==> src/rtl/mesm6_uart_tx.sv <==
// mesm6_uart_tx: memory-mapped serial transmitter with a byte FIFO on the mesm6 data bus.
// Sends 8N1 frames LSB first and raises a level interrupt when the FIFO drains.
// Optional build macro MESM6_UART_TX_PARITY_EN adds an even-parity bit (8E1) via CONTROL bit2.
module mesm6_uart_tx #(
  parameter int          FIFO_DEPTH = 8,
  parameter logic [15:0] DIV_RESET  = 16'd86
) (
  input  logic        clk,
  input  logic        reset,
  output logic        o_int,
  input  logic [14:0] i_addr,
  input  logic        i_read,
  input  logic        i_write,
  output logic [47:0] o_rdata,
  input  logic [47:0] i_wdata,
  output logic        o_done,
  output logic        o_txd
);
  localparam int PW = $clog2(FIFO_DEPTH);
  localparam int CW = PW + 1;
  localparam logic [CW-1:0] FULL_CNT = CW'(FIFO_DEPTH);

  typedef enum logic [2:0] {
    S_IDLE,
    S_START,
    S_DATA,
`ifdef MESM6_UART_TX_PARITY_EN
    S_PARITY,
`endif
    S_STOP
  } state_t;

  state_t        state_q, state_d;
  logic [7:0]    fifo_mem [FIFO_DEPTH];
  logic [PW-1:0] wr_ptr_q, rd_ptr_q;
  logic [CW-1:0] count_q;
  logic [15:0]   divisor_q, cnt_q;
  logic [2:0]    ctrl_q, bit_q;
  logic          ovf_q, done_q, int_q, txd_q;
  logic [47:0]   rdata_q;
  logic [7:0]    shreg_q;
`ifdef MESM6_UART_TX_PARITY_EN
  logic          par_q;
`endif
  logic          acc, wr_acc, rd_acc, full, empty, push, pop, bit_end, txd_d, ctrl_par;
  logic [15:0]   status, rd_mux;
  logic          unused_bits;

  assign full     = (count_q == FULL_CNT);
  assign empty    = (count_q == '0);
  // A request is only taken when no completion pulse is showing, so a held request
  // alternates accept / ignore.
  assign acc      = (i_read | i_write) & ~done_q;
  assign wr_acc   = acc & i_write;
  assign rd_acc   = acc & i_read & ~i_write;
  assign push     = wr_acc & (i_addr[1:0] == 2'd0) & ~full;
  assign bit_end  = (cnt_q == 16'd0);
  assign unused_bits = ^{i_addr[14:2], i_wdata[47:16], i_wdata[2]};

`ifdef MESM6_UART_TX_PARITY_EN
  assign ctrl_par = i_wdata[2];
`else
  assign ctrl_par = 1'b0;
`endif

  // Register read multiplexer; STATUS snapshot is taken before this cycle's updates.
  always_comb begin
    status       = '0;
    status[0]    = full;
    status[1]    = empty;
    status[2]    = (state_q != S_IDLE);
    status[3]    = ovf_q;
    status[15:8] = 8'(count_q);
    rd_mux       = '0;
    unique case (i_addr[1:0])
      2'd0: rd_mux = '0;
      2'd1: rd_mux = status;
      2'd2: rd_mux = divisor_q;
      2'd3: rd_mux = {13'd0, ctrl_q};
    endcase
  end

  // Bus responder: completion pulse, read data, DIVISOR/CONTROL writes, overflow flag.
  always_ff @(posedge clk or negedge reset) begin
    if (!reset) begin
      done_q    <= 1'b0;
      rdata_q   <= '0;
      divisor_q <= DIV_RESET;
      ctrl_q    <= '0;
      ovf_q     <= 1'b0;
    end else begin
      done_q <= acc;
      if (wr_acc) begin
        unique case (i_addr[1:0])
          2'd0: if (full) ovf_q <= 1'b1;
          2'd2: divisor_q <= i_wdata[15:0];
          2'd3: ctrl_q <= {ctrl_par, i_wdata[1:0]};
          default: ;
        endcase
      end else if (rd_acc) begin
        rdata_q <= {32'd0, rd_mux};
        if (i_addr[1:0] == 2'd1) ovf_q <= 1'b0;
      end
    end
  end

  // FIFO pointers and occupancy; simultaneous push and pop leave the count unchanged.
  always_ff @(posedge clk or negedge reset) begin
    if (!reset) begin
      wr_ptr_q <= '0;
      rd_ptr_q <= '0;
      count_q  <= '0;
    end else begin
      if (push) wr_ptr_q <= wr_ptr_q + 1'b1;
      if (pop)  rd_ptr_q <= rd_ptr_q + 1'b1;
      count_q <= count_q + CW'(push) - CW'(pop);
    end
  end

  // FIFO storage.
  always_ff @(posedge clk) begin
    if (push) fifo_mem[wr_ptr_q] <= i_wdata[7:0];
  end

  // Frame sequencer: next state, pop request and line value for the current bit.
  always_comb begin
    state_d = state_q;
    pop     = 1'b0;
    txd_d   = 1'b1;
    unique case (state_q)
      S_IDLE: begin
        if (ctrl_q[0] && !empty) begin
          pop     = 1'b1;
          state_d = S_START;
        end
      end
      S_START: begin
        txd_d = 1'b0;
        if (bit_end) state_d = S_DATA;
      end
      S_DATA: begin
        txd_d = shreg_q[0];
        if (bit_end && (bit_q == 3'd7)) begin
`ifdef MESM6_UART_TX_PARITY_EN
          state_d = ctrl_q[2] ? S_PARITY : S_STOP;
`else
          state_d = S_STOP;
`endif
        end
      end
`ifdef MESM6_UART_TX_PARITY_EN
      S_PARITY: begin
        txd_d = par_q;
        if (bit_end) state_d = S_STOP;
      end
`endif
      S_STOP: begin
        if (bit_end) begin
          // Chain straight into the next start bit so back-to-back frames have no gap.
          if (ctrl_q[0] && !empty) begin
            pop     = 1'b1;
            state_d = S_START;
          end else begin
            state_d = S_IDLE;
          end
        end
      end
      default: state_d = S_IDLE;
    endcase
  end

  // Sequencer state, bit-time counter, bit index, registered line and interrupt.
  always_ff @(posedge clk or negedge reset) begin
    if (!reset) begin
      state_q <= S_IDLE;
      cnt_q   <= '0;
      bit_q   <= '0;
      txd_q   <= 1'b1;
      int_q   <= 1'b0;
    end else begin
      state_q <= state_d;
      txd_q   <= txd_d;
      int_q   <= ctrl_q[1] & empty & (state_q == S_IDLE);
      if (pop) begin
        cnt_q <= divisor_q;
        bit_q <= '0;
      end else if (state_q != S_IDLE) begin
        cnt_q <= bit_end ? divisor_q : cnt_q - 16'd1;
        if ((state_q == S_DATA) && bit_end) bit_q <= bit_q + 3'd1;
      end
    end
  end

  // Shift register loaded on pop, shifted right at each data-bit boundary.
  always_ff @(posedge clk) begin
    if (pop) begin
      shreg_q <= fifo_mem[rd_ptr_q];
`ifdef MESM6_UART_TX_PARITY_EN
      par_q   <= ^fifo_mem[rd_ptr_q];
`endif
    end else if ((state_q == S_DATA) && bit_end) begin
      shreg_q <= {1'b0, shreg_q[7:1]};
    end
  end

  assign o_done  = done_q;
  assign o_rdata = rdata_q;
  assign o_int   = int_q;
  assign o_txd   = txd_q;

endmodule

==> config.mk <==
export PLATFORM = sky130hd
export DESIGN_NAME = mesm6_uart_tx
export DESIGN_NICKNAME = d
export VERILOG_FILES = /design/src/rtl/mesm6_uart_tx.sv
export SDC_FILE = /design/constraint.sdc
export NUM_CORES = 1
export LEC_CHECK = 0
export CAP_MARGIN = 5
export CELL_PAD_IN_SITES_DETAIL_PLACEMENT = 0
export CELL_PAD_IN_SITES_GLOBAL_PLACEMENT = 1
export CORE_MARGIN = 3
export CORE_UTILIZATION = 42
export CTS_BUF_LIST = sky130_fd_sc_hd__clkbuf_16
export DETAILED_ROUTE_END_ITERATION = 8
export HOLD_SLACK_MARGIN = 0.06
export PLACE_DENSITY = 0.89
export SLEW_MARGIN = 5
export SYNTH_ARGS = -nofsm -noshare
export SYNTH_HDL_FRONTEND = slang
export SYNTH_SLANG_ARGS = --single-unit
==> constraint.sdc <==
create_clock -name clk -period 3.7 [get_ports clk]
set_input_delay 0.74 -clock clk [delete_from_list [all_inputs] [get_ports clk]]
set_output_delay 0.74 -clock clk [all_outputs]
set_load 0.005 [all_outputs]
* Word level (Yosys, flattened, before mapping)
Memory sizes are Yosys's and may differ from the RTL's.
Cells that the tools add are included.
W data, S select, Z words.
** Operators by class
- Multiplexer cells :: 26
- Reduce and logical (&&, ||, !) cells :: 19
- Add/sub/neg operators :: 6
- Bitwise operators :: 13
- Equal/unequal tests :: 14
** Operators by type and width (count)
- $pmux W16 S4 :: 1
- $mux W16 :: 3
- $mux W3 :: 7
- $logic_not A16 Y1 :: 1
- $mux W8 :: 2
- $sub A16 B1 Y16 const B :: 1
- $pmux W3 S4 :: 1
- $mux W1 :: 10
- $add A3 B1 Y3 const B :: 3
- $and A1 B1 Y1 :: 8
- $ne A2 B2 Y1 const B :: 4
- $reduce_and A2 Y1 :: 4
- $reduce_and A4 Y1 :: 2
- $reduce_bool A2 Y1 :: 4
- $eq A3 B2 Y1 const B :: 2
- $add A4 B1 Y4 :: 1
- $eq A2 B2 Y1 const B :: 2
- $eq A4 B4 Y1 const B :: 1
- $logic_not A4 Y1 :: 1
- $ne A2 B1 Y1 const B :: 2
- $not A1 Y1 :: 4
- $pmux W1 S2 :: 2
- $sub A4 B1 Y4 :: 1
- $eq A3 B1 Y1 const B :: 1
- other kinds (8) :: 10
** Word-level totals
- Memories kept :: 1
- Output and inout bits :: 51
- Bits of input ports :: 67
- Memory bits (writable) :: 64
- Register bits after elaboration :: 78
** Memories
- fifo_mem :: depth 8, bits a word 8, read ports 1, clocked after memory_dff 0, write ports 1, RTL line 34 : logic [7:0] fifo_mem [FIFO_DEPTH];

* Logic depth before layout (Yosys ltp)
- Depth in word-level cells :: 8
- Gate-level depth with buffers :: 11
- Gate-level depth less buffers :: 10

* Least setup slack after synthesis
OpenSTA, ideal clock, no wires.
- Kind :: reg2reg
- Start point :: reg state_q[0]
- End point :: reg count_q[3]
- Cell stages (with the launch flop) :: 12
- Setup slack :: 1117 ps
- Clock period less this slack :: 2583 ps
- Data arrival time :: 2504 ps
- Setup time :: 79 ps
- Cell sequence :: dfrtp_1 inv_1 ha_1 nand2b_1 nor3_1 a31o_2 buf_2 nand2_1 ha_1 a21o_1 a21oi_1 xor2_1
** On the way
- Word-level cells in the longest chain between the ends :: 3
- Elaborated cells on any way between the ends :: 4
- Classes of those cells :: add/sub: 1; eq/ne: 1; mux: 1; reduce/logical: 1
** Ends and longest elaborated chain
- start, declared :: RTL line 33 : state_t state_q, state_d;
- start signal, assigned :: RTL line 181 : state_q <= state_d;
- $eq A3 B2 Y1 / $logic_not A3 Y1 (equally long branches) :: RTL line 130 : unique case (state_q)
- $pmux W1 S2 * :: RTL line 130
- $sub A4 B1 Y4 * :: RTL line 116 : count_q <= count_q + CW'(push) - CW'(pop);
- end signal, assigned :: RTL line 116
- end, declared :: RTL line 36 : logic [CW-1:0] count_q;
Every way passes the cells marked *; elsewhere a longest branch is shown, timed or not.
A chain may end at the register's enable or synchronous reset.

* Worst setup path in the final report
- Start point :: reg cnt_q[0]
- End point :: reg count_q[2]
** On the way
- Word-level cells in the longest chain between the ends :: 4
** Ends and longest elaborated chain
- start, declared :: RTL line 37 : logic [15:0] divisor_q, cnt_q;
- start signal, assigned :: RTL line 185 : cnt_q <= divisor_q;
- start signal, assigned :: RTL line 188 : cnt_q <= bit_end ? divisor_q : cnt_q - 16'd1;
- $logic_not A16 Y1 :: RTL line 57 : assign bit_end = (cnt_q == 16'd0);
- $mux W1 :: RTL line 158 : if (bit_end) begin
- $pmux W1 S2 :: RTL line 130
- $sub A4 B1 Y4 :: RTL line 116
Every way passes these cells.

==> results_dict.tcl <==
set metrics [dict create \
    p_leak_nw 2.97 \
    netlist-cell-type-count 63 \
    die_area_um2 17100 \
    dp_cells 723 \
    hp-class "primary input to asynchronous set/reset pin" \
    tightest_slew_ps 1010 \
    final_common_cell "edfxtp_1" \
    hold_buffers 0 \
    start_kind "flip-flop" \
    vdd_ir_drop_max_mv 0.418 \
    grt_usage 0.167 \
    avgViaCountPerCell 5.50 \
    drt_pre_antenna_iters 6 \
    diodes 0 \
    path_max_fanout 12 \
    port_buffers 40 \
    clk_pin_slew_worst_paths_ps 60 \
    synth_area_leaders "edfxtp_1, dfrtp_1, mux4_2" \
    fin_crit_ps 2970 \
    dpl_cell_area_um2 7050 \
    grt_max_degree 70 \
    rsz0062_at_grt "false" \
    antenna_found_initial 0 \
    pin_count 118 \
    num_rows 44 \
    die_h_um 131 \
    synth_top_area_share 0.331 \
    cts_resized 0 \
    cp.arrival_ps 3270 \
    synth_async_sr_flop_share 0.489 \
    grt_pass1_wl_mm 21.6 \
    path_cells "inv_1, ha_1, nor4b_1, and4_1, a31o_2, xnor2_1, ha_1, fa_1, xor2_1" \
    cpPeakStageDelay_ps 540 \
    syn_to_final_growth_pct 16.6 \
    synth_edf_count 72 \
    overflow 0 \
    cp_common_cell "ha_1" \
    place_congestion 0.872 \
    cts.sinks 141 \
    finalMaxSlewViolations 0 \
    stdcell_area_um2 7610 \
    crit_buf_inv 1 \
    synth_seq_cells 141 \
    yosys_most_used_dff "edfxtp_1" \
    finalCritPeriodShare 0.804 \
    synth_area_um2 6520 \
    grt_pass1_vias 4077 \
    yosysSeqAreaShare 0.597 \
    initial_utilization 0.439 \
    status "finished, final reports clean" \
    final_cell_mix "edfxtp_1, dfrtp_1, nor2_1" \
    p_total_mw 5.34 \
    synth_area_per_cell_um2 12.9 \
    tritoncts "done" \
    routed_wl_mm 13.5 \
    slew_headroom 0.324 \
    synth-warning-count 0 \
    cts_buffers 17 \
    cp_top_family "simple AND/OR/NAND/NOR gates" \
    clock_latency_ps 420 \
    post_cts_buffers 0 \
    drt_iter0_drc 305 \
    h-tree-depth 4 \
    fmax_mhz 336 \
    die_x_um 131 \
    final-hold-violation-count 0 \
    powerDensity_nw_per_um2 702 \
    setup.worst_path.end_class "flip-flop" \
    netlist_instances 507 \
    antenna_left 0 \
    drc 0 \
    setup_violations 0 \
    slowest_stage "and4_1" \
    clock_path_buffers 2 \
    hpwl_mm 9.26 \
    via_count 4154 \
    yosysTopAreaCell "edfxtp_1" \
    fin_skew_ps 5.84 \
    drv_cap 0 \
    wl_per_cell_um 17.9 \
    final.setup.tns_ps 0 \
    cp.required_ps 4000 \
    fin_nets 640 \
    core-area_um2 14900 \
    final_cells 755 \
    critical_path_class "flip-flop to flip-flop" \
    drive_gt1_frac 0.144 \
    root_buffer "clkbuf_16" \
]
==> power by group <==
group          switching [mW]  internal, mW
clock network           0.616         0.949
registers               0.388          1.96
logic                   0.718         0.713
==> Yosys cell counts, types with 7 or more instances <==
cell type	n
edfxtp_1	72
dfrtp_1	64
nor2_1	44
nand2_1	43
buf_4	34
nand3_1	18
a21oi_1	16
mux4_2	16
mux2_1	15
ha_1	14
clkbuf_1	12
nor3_1	12
inv_1	11
mux2i_1	11
o21ai_1	9
a221oi_1	8
mux2_2	7
nand4_1	7
==> sequential cells by signal, indices dropped and copies added (netlist names) <==
| register | count |
|---|---|
| o_rdata | 16 |
| o_done | 1 |
| bit_q | 3 |
| shreg_q | 8 |
| fifo_mem | 64 |
| o_txd | 1 |
| ctrl_q | 2 |
| ovf_q | 1 |
| state_q | 2 |
| rd_ptr_q | 3 |
| o_int | 1 |
| count_q | 4 |
| divisor_q | 16 |
| cnt_q | 16 |
| wr_ptr_q | 3 |
==> path summary, 6_finish.rpt <==
check                            startpoint          end  slack (ps)  cells after the start
max in group asynchronous             reset        o_txd        3020                      2
min in group clk                o_rdata[14]  o_rdata[14]         460                      2
worst min-delay path                  reset  o_rdata[11]         340                      2
worst max register to register     cnt_q[0]   count_q[2]         730                      9
worst max-delay path               cnt_q[0]   count_q[2]         730                      9
worst min register to register  o_rdata[14]  o_rdata[14]         460                      2
==> routing by layer <==
layer / global-route usage / wire length (um) / vias up
li1: - / - / 1922
met1: 0.230 / 5730 / 2056
met2: 0.259 / 6610 / 156
met3: 0.0362 / 932 / 20
met4: 0.0714 / 236 / 0
met5: 0 / 0 / -
==> stage by stage <==
stage,worst slack [ps],util,hold WS [ps]
global placement,687,0.474,451
global route,554,0.512,371
CTS,753,0.512,345
finish,726,0.512,337
floorplan,1120,-,429
detailed placement,638,0.474,449
==> final cells by class <==
type | instances | area, um^2
fillers | 1247 | 7260
flip-flops and latches | 141 | 3890
multi-input cells | 332 | 2370
repair buffers | 55 | 520
clock buffers | 18 | 450
well taps | 184 | 230
clock inverters | 14 | 103
inverters | 11 | 41.3
==> logic make-up after synthesis <==
kind of cell             Yosys count  synth area share
AO/OA/AOI/OAI                     66            0.0690
other                              1          0.000575
adder cells (fa/ha/maj)           15            0.0299
multiplexers                      49             0.110
buffers and inverters             65            0.0589
AND/OR/NAND/NOR                  163             0.125
XOR/XNOR                           7           0.00940
flip-flops                       141             0.597
Power figures use the tool's default switching activity.
